## src/rtl/input_debouncer_pkg.sv

```systemverilog
// Board-level input constants shared by the debouncer and the input-combining stage.
// The debounce window is derived from the board clock and a millisecond setting.
package input_debouncer_pkg;

  localparam int unsigned NumButtons  = 6;
  localparam int unsigned NumSwitches = 8;

  localparam int unsigned BoardClkHz     = 32_000_000;
  localparam int unsigned DebounceMs     = 10;
  localparam int unsigned DebounceCycles = (BoardClkHz / 1000) * DebounceMs;

  // Width that holds 0..cycles without wrapping.
  function automatic int unsigned cnt_width(input int unsigned cycles);
    return $clog2(cycles + 1);
  endfunction

endpackage

```

## src/rtl/input_debouncer_if.sv

```systemverilog
// Raw pad inputs and their conditioned, still active-low outputs.
// The master side drives the pads; the slave side is the debouncer.
interface input_debouncer_if
  import input_debouncer_pkg::*;
#(
  parameter int unsigned NUM_BUTTONS  = NumButtons,
  parameter int unsigned NUM_SWITCHES = NumSwitches
);

  logic [NUM_BUTTONS-1:0]  buttons_raw;
  logic [NUM_SWITCHES-1:0] switches_raw;
  logic [NUM_BUTTONS-1:0]  buttons_db;
  logic [NUM_SWITCHES-1:0] switches_db;
  logic [NUM_BUTTONS-1:0]  btn_press;

  modport master (
    output buttons_raw,
    output switches_raw,
    input  buttons_db,
    input  switches_db,
    input  btn_press
  );

  modport slave (
    input  buttons_raw,
    input  switches_raw,
    output buttons_db,
    output switches_db,
    output btn_press
  );

endinterface

```

## src/rtl/debounce_channel.sv

```systemverilog
// One input channel: 2-FF synchronizer, stability counter and registered debounced level,
// plus a one-cycle pulse when the debounced level falls (press).
module debounce_channel
  import input_debouncer_pkg::*;
#(
  parameter int unsigned DEBOUNCE_CYCLES = DebounceCycles,
  parameter int unsigned CNT_W           = cnt_width(DEBOUNCE_CYCLES)
) (
  input  logic clk,
  input  logic rst_n,
  input  logic raw,
  output logic db,
  output logic fall
);

  localparam logic [CNT_W-1:0] CntMax = CNT_W'(DEBOUNCE_CYCLES - 1);

  logic             s1_q, s2_q;
  logic             db_q, db_d;
  logic             fall_q, fall_d;
  logic [CNT_W-1:0] cnt_q, cnt_d;

  always_comb begin
    cnt_d  = '0;
    db_d   = db_q;
    fall_d = 1'b0;
    if (s2_q != db_q) begin
      if (cnt_q >= CntMax) begin
        db_d   = s2_q;
        // Only a 1->0 acceptance is a press.
        fall_d = db_q;
      end else begin
        cnt_d = cnt_q + 1'b1;
      end
    end
  end

  always_ff @(posedge clk or negedge rst_n) begin
    if (!rst_n) begin
      s1_q   <= 1'b1;
      s2_q   <= 1'b1;
      db_q   <= 1'b1;
      cnt_q  <= '0;
      fall_q <= 1'b0;
    end else begin
      s1_q   <= raw;
      s2_q   <= s1_q;
      db_q   <= db_d;
      cnt_q  <= cnt_d;
      fall_q <= fall_d;
    end
  end

  assign db   = db_q;
  assign fall = fall_q;

endmodule

```

## src/rtl/input_debouncer.sv

```systemverilog
// Debounces all button and switch pads with identical channels; button channels also
// provide press pulses. Outputs keep the pads' active-low polarity.
module input_debouncer
  import input_debouncer_pkg::*;
#(
  parameter int unsigned NUM_BUTTONS     = NumButtons,
  parameter int unsigned NUM_SWITCHES    = NumSwitches,
  parameter int unsigned DEBOUNCE_CYCLES = DebounceCycles,
  parameter int unsigned CNT_W           = cnt_width(DEBOUNCE_CYCLES)
) (
  input logic              clk,
  input logic              rst_n,
  input_debouncer_if.slave io
);

  // Switches never need edge events.
  logic [NUM_SWITCHES-1:0] unused_sw_fall;

  for (genvar i = 0; i < NUM_BUTTONS; i++) begin : g_btn
    debounce_channel #(
      .DEBOUNCE_CYCLES(DEBOUNCE_CYCLES),
      .CNT_W          (CNT_W)
    ) u_chan (
      .clk  (clk),
      .rst_n(rst_n),
      .raw  (io.buttons_raw[i]),
      .db   (io.buttons_db[i]),
      .fall (io.btn_press[i])
    );
  end

  for (genvar i = 0; i < NUM_SWITCHES; i++) begin : g_sw
    debounce_channel #(
      .DEBOUNCE_CYCLES(DEBOUNCE_CYCLES),
      .CNT_W          (CNT_W)
    ) u_chan (
      .clk  (clk),
      .rst_n(rst_n),
      .raw  (io.switches_raw[i]),
      .db   (io.switches_db[i]),
      .fall (unused_sw_fall[i])
    );
  end

endmodule

```

## src/flat_wrapper.sv

```systemverilog
// flat-port wrapper written by rule: the top's interface ports become plain ports
module input_debouncer_flat import input_debouncer_pkg::*;
#(
  parameter int unsigned NUM_BUTTONS     = NumButtons,
  parameter int unsigned NUM_SWITCHES    = NumSwitches,
  parameter int unsigned DEBOUNCE_CYCLES = DebounceCycles,
  parameter int unsigned CNT_W           = cnt_width(DEBOUNCE_CYCLES)
)
  (clk, rst_n, io_buttons_raw, io_switches_raw, io_buttons_db, io_switches_db, io_btn_press);
  input_debouncer_if #(.NUM_BUTTONS(NUM_BUTTONS), .NUM_SWITCHES(NUM_SWITCHES)) io_i ();
  input logic clk;
  input logic rst_n;
  input wire logic [$bits(io_i.buttons_raw)-1:0] io_buttons_raw;
  input wire logic [$bits(io_i.switches_raw)-1:0] io_switches_raw;
  output wire logic [$bits(io_i.buttons_db)-1:0] io_buttons_db;
  output wire logic [$bits(io_i.switches_db)-1:0] io_switches_db;
  output wire logic [$bits(io_i.btn_press)-1:0] io_btn_press;
  assign io_i.buttons_raw = io_buttons_raw;
  assign io_i.switches_raw = io_switches_raw;
  assign io_buttons_db = io_i.buttons_db;
  assign io_switches_db = io_i.switches_db;
  assign io_btn_press = io_i.btn_press;
  input_debouncer #(.NUM_BUTTONS(NUM_BUTTONS), .NUM_SWITCHES(NUM_SWITCHES), .DEBOUNCE_CYCLES(DEBOUNCE_CYCLES), .CNT_W(CNT_W)) u_core (.clk(clk), .rst_n(rst_n), .io(io_i));
endmodule
```

## config.mk

```make
export PLATFORM = sky130hd
export DESIGN_NAME = input_debouncer_flat
export DESIGN_NICKNAME = d
export VERILOG_FILES = /design/src/rtl/input_debouncer_pkg.sv /design/src/rtl/input_debouncer_if.sv /design/src/rtl/debounce_channel.sv /design/src/rtl/input_debouncer.sv /design/src/flat_wrapper.sv
export SDC_FILE = /design/constraint.sdc
export NUM_CORES = 1
export LEC_CHECK = 0
export ABC_AREA = 1
export CAP_MARGIN = 40
export CORE_UTILIZATION = 60
export DETAILED_ROUTE_END_ITERATION = 12
export PLACE_DENSITY = 0.84
export SETUP_SLACK_MARGIN = 0.2
export SLEW_MARGIN = 20
export SYNTH_ARGS = -nofsm -noshare
export SYNTH_HDL_FRONTEND = slang
export SYNTH_SLANG_ARGS = --single-unit
```

## constraint.sdc

```tcl
create_clock -name clk -period 2.1 [get_ports clk]
set_input_delay 0.315 -clock clk [delete_from_list [all_inputs] [get_ports clk]]
set_output_delay 0.315 -clock clk [all_outputs]
set_load 0.005 [all_outputs]
```

== Word level (Yosys, flattened, before mapping) ==
Index checks and enable logic that the tools add are counted.
Storage, ports and cells
  flip-flop bits (word level): 314
  latch bits: 0
  memory bits (writable): 0
  bits in read-only memories: 0
  output and inout bits: 20
  logic and storage cells: 158
  memories kept: 0
Operators by class
  add/sub/neg operators: 14
  multiply operators: 0
  div/mod/pow operators: 0
  $lt $le $gt $ge: 14
  eq/ne operators: 14
  shift operators: 0
  multiplexer cells: 40
  bitwise logic cells: 0
  reductions and logical operators: 14
Operators with widths (count)
  two-way mux 19 bit: 28
  adder 19 x 1 -> 19 bit, second input constant: 14
  greater-or-equal comparator 19 bit, second input constant: 14
  AND reduction 2 bit: 14
  != test 1 bit: 14
  two-way mux 1 bit: 12

== Depth between registers and ports, before layout ==
  word-level depth: 3
  depth in mapped cells: 10
  mapped depth without buffers: 10

== By module ==
A second synthesis with hierarchy kept.
Unflattened totals
  cells, all modules: 2212
  area total of the unflattened synthesis: 18164.9 µm²
By module, submodules not included
  debounce_channel: times used 14, cells an instance 158, area an instance 1297.5 µm², seq. area each 579.3 µm²

== Worst setup path after synthesis ==
Ideal clock, no wire load.
  path kind: register to register
  start: register u_core.g_sw[0].u_chan.cnt_q[0]
  end: register u_core.g_sw[0].u_chan.cnt_q[17]
  arrival time: 1.446 ns
  required time: 1.980 ns
  setup slack: 0.534 ns
  cell stages (with the launch flop): 9
  buffers on the path: 2
  period minus slack after synthesis: 1.566 ns
  path through: dfrtp_1 -> ha_1 -> buf_4 -> nand3_2 -> nor3_4 -> nand3_1 -> nand4_4 -> buf_8 -> nor2_1
On the way
  longest elaborated chain between the ends: 3
  elaborated cells on any way between the ends: 4
RTL lines
  start: declaration: RTL line debounce_channel.sv:21  | logic [CNT_W-1:0] cnt_q, cnt_d;
  start signal: assignment: RTL line debounce_channel.sv:49  | cnt_q <= cnt_d;
  adder 19 x 1 -> 19 bit / greater-or-equal comparator 19 bit (equally long branches): RTL line debounce_channel.sv:33, debounce_channel.sv:28
  two-way mux 19 bit (*): RTL line debounce_channel.sv:28  | if (cnt_q >= CntMax) begin
  two-way mux 19 bit (*): RTL line debounce_channel.sv:27  | if (s2_q != db_q) begin
  named net u_core.g_sw[0].u_chan.cnt_d[17]: RTL line debounce_channel.sv:21
Mark *: on every way through the listed nets, which the timed path passes. The rest lies on a longest branch.
A chain may end at the register's enable or synchronous reset.

== Worst setup path in the final report ==
  start: register u_core.g_sw[3].u_chan.db_q
  end: output io_switches_db[3]
RTL lines
  start: declaration: RTL line debounce_channel.sv:19  | logic db_q, db_d;
  start signal: assignment: RTL line debounce_channel.sv:42  | db_q <= 1'b1;
  start signal: assignment: RTL line debounce_channel.sv:48  | db_q <= db_d;
  end: declaration: RTL line flat_wrapper.sv:16  | output wire logic [$bits(io_i.switches_db)-1:0] io_switches_db;
No word-level cell between the ends.

==> flow_summary.toml <==
[hold_path]
hp-class = "primary input to flop"

[place]
place_hpwl_mm = 22.1
port_buffers = 35
gp_congestion = 0.922
preCtsSetupSlack_ps = 354

[floorplan]
start_util_pct = 61.2
dieArea_um2 = 29000
die_x_um = 170
die_y_um = 170
io-pin-count = 36
coreArea_um2 = 27800
rows = 61

[clocking]
clk_latency_ps = 510
cts_max_level = 2
cts_tree = "done"
cts_buffer_depth = 3
cts_root_buf = "clkbuf_16"
cts-buffers-inserted = 36
cts_sinks = 314
path_clk_slew_ps = 60

[global_route]
use_met3_pct = 3.47
grt_pass1_vias = 13044
busiest_layer = "met2"
grt_util_all_layers_pct = 23.2
antenna_found_initial = 0
met2_usage_pct = 41.9
use_met1_pct = 28.4
overflow = 0
grt_start_max_net_pins = 57
grt_pass1_wl_mm = 56.4

[logic_synthesis]
synth.area.top_cells = "dfrtp_1, nor2_1, nand2_1"
syn-num-nets = 2093
ys.flop_type = "dfrtp_1"
yosys_warnings = 0
synth_top_area_share_pct = 40.1
synth_top_cell_by_area = "dfrtp_1"
ys_async_sr_fraction_pct = 100
netlist-cell-type-count = 30
syn_avg_cell_area_um2 = 8.24
ys_seq_area_share_pct = 46.6
netlist_area_um2 = 17000
netlist_instances = 2063
synth_edf_count = 0
ys_ff_latch = 314

[timing]
period_share_pct = 88.7
holdWs_ps = 205
worst_pin_slew_ps = 489
finClkSkew_ps = 12.2
slew_violations = 0
hold_violations = 0
setup_ws_ps = 237
fin_crit_ps = 1860
finalSetupViolCount = 0
relSlewSlack_pct = 67.4
rsz0062_at_grt = "false"
fin_tns_setup_ps = 0
fmax_mhz = 537

[detailed_routing]
wl_per_cell_um = 12.7
first_iter_violations = 768
avgViaCountPerCell = 5.22
drcViolationCount = 0
vias = 13108
routed_wirelength_mm = 31.9
drtAntennaViolNets = 0
firstDrtPassIters = 7

[status]
outcome = "completed"

[finish]
drive_above_1_share_pct = 10.5
area_growth_pct = 11.3
nNetsFinal = 2140
diodes = 0

[pwr]
leakage_nw = 8.35
vdd_ir_drop_max_mv = 0.648
powerDensity_nw_per_um2 = 700
total_power_mw = 13.2

[setup_path]
cp_cell_sequence = "clkdlybuf4s50_1"
crit_family = "flip-flops"
cp-start-kind = "flop"
crit_fanout = 2
cp.arrival_ps = 1550
worstPathRequired_ps = 1780
crit_slowest_cell = "dfstp_2"
worst_setup_path_end_kind = "primary output"
cpPeakStageDelay_ps = 550
critical_path_class = "flop to primary output"
worst-path-buf-inv = 1
rrSetupSlack_ps = 330

[run]
cap_violations = 0
## Yosys cell counts, types with 6 or more instances
library cell  count
nand4_1          54
o21ai_0          22
o21bai_1          6
nand3_2          24
xor2_1          142
buf_6            12
nand2_1         432
nor3_4            8
nor2_2           32
nor2_1          466
inv_1           202
dfrtp_1         272
nor3_2           13
buf_4            22
a21oi_1          10
inv_2             7
ha_1             14
nand4_4          14
nor3_1           51
nand3_1         136
dfstp_2          42
xnor2_1          59
## worst paths after layout
path / startpoint / endpoint / depth (start not counted)
worst max-delay path: u_core.g_sw[3].u_chan.db$_DFFE_PN1P_ / io_switches_db[3] / 1
worst min register to register: u_core.g_btn[1].u_chan.s1_q$_DFF_PN1_ / u_core.g_btn[1].u_chan.s2_q$_DFF_PN1_ / 0
min in group asynchronous: rst_n / u_core.g_sw[0].u_chan.cnt_q[13]$_DFF_PN0_ / 2
max in group asynchronous: rst_n / u_core.g_sw[3].u_chan.cnt_q[15]$_DFF_PN0_ / 3
worst max register to register: u_core.g_sw[5].u_chan.cnt_q[0]$_DFF_PN0_ / u_core.g_sw[5].u_chan.cnt_q[17]$_DFF_PN0_ / 6
worst min-delay path: io_buttons_raw[4] / u_core.g_btn[4].u_chan.s1_q$_DFF_PN1_ / 1
## metrics by stage
step	instances	util [%]	cell area, um^2
finish	2513	68.1	18900
global route	2513	68.1	18900
CTS	2512	67.9	18900
detailed placement	2443	63.3	17600
global placement	2443	63.3	17600
floorplan	2063	-	17000
## kinds of logic (layout without fill, tap and decap cells)
group,after synthesis,in the layout,share of synthesized area [%]
xor+xnor,201,201,10.4
flops,314,314,46.6
buf+inv,251,323,6.74
simple gates,1245,1245,34.1
compound gates,38,38,1.21
fa+ha+maj,14,14,1.03
## sequential cells by signal (all words and copies together) (netlist names)
| signal | count |
|---|---|
| u_core.g_sw.u_chan.s1_q | 8 |
| u_core.g_sw.u_chan.db | 8 |
| u_core.g_btn.u_chan.fall | 6 |
| u_core.g_btn.u_chan.cnt_q | 114 |
| u_core.g_sw.u_chan.cnt_q | 152 |
| u_core.g_btn.u_chan.db | 6 |
| u_core.g_btn.u_chan.s1_q | 6 |
| u_core.g_sw.u_chan.s2_q | 8 |
| u_core.g_btn.u_chan.s2_q | 6 |
## layout by cell type (no fill, tap or decap), types with 7 or more instances in the layout
cell	Yosys	layout
nand2_1	432	432
o21ai_0	22	22
ha_1	14	12
clkbuf_16	0	37
clkdlybuf4s50_1	0	22
nor3_4	8	8
xor2_1	142	142
nor2_1	466	466
nor3_1	51	51
inv_2	7	7
dfrtp_1	272	272
buf_4	22	9
nor2_2	32	32
a21oi_1	10	10
dlymetal6s2s_1	0	7
clkinv_2	1	7
nand3_2	24	24
nand4_1	54	54
dfstp_2	42	42
xnor2_1	59	59
nor3_2	13	13
inv_1	202	202
nand4_4	14	14
nand3_1	136	136
## final cells by class
cell class / count / area (um^2)
fillers: 2147 / 8870
multi-input cells: 1498 / 7940
flip-flops and latches: 314 / 7910
clock buffers: 48 / 1020
inverters: 210 / 790
repair buffers: 50 / 544
well taps: 378 / 473
clock inverters: 15 / 234
## power breakdown
group,internal (mW),switching [mW]
clock network,4.14,2.40
registers,6.17,0.0796
logic,0.150,0.301
## layer usage
metal	vias up	part of all wire, %	wire [um]
li1	6569	-	-
met1	6286	45	14200
met2	195	50	16100
met3	58	3.2	1010
met4	0	2.0	626
met5	-	0	0
## what timing repair did
action                     in CTS  in global routing
pin swaps                       0                  1
setup endpoints to repair      10                 31
gates resized for setup         5                  9
hold buffers                    1                  0
buffers inserted                5                  1
hold endpoints to repair       35                  0
Note: power is estimated with default switching activity, not from simulation.
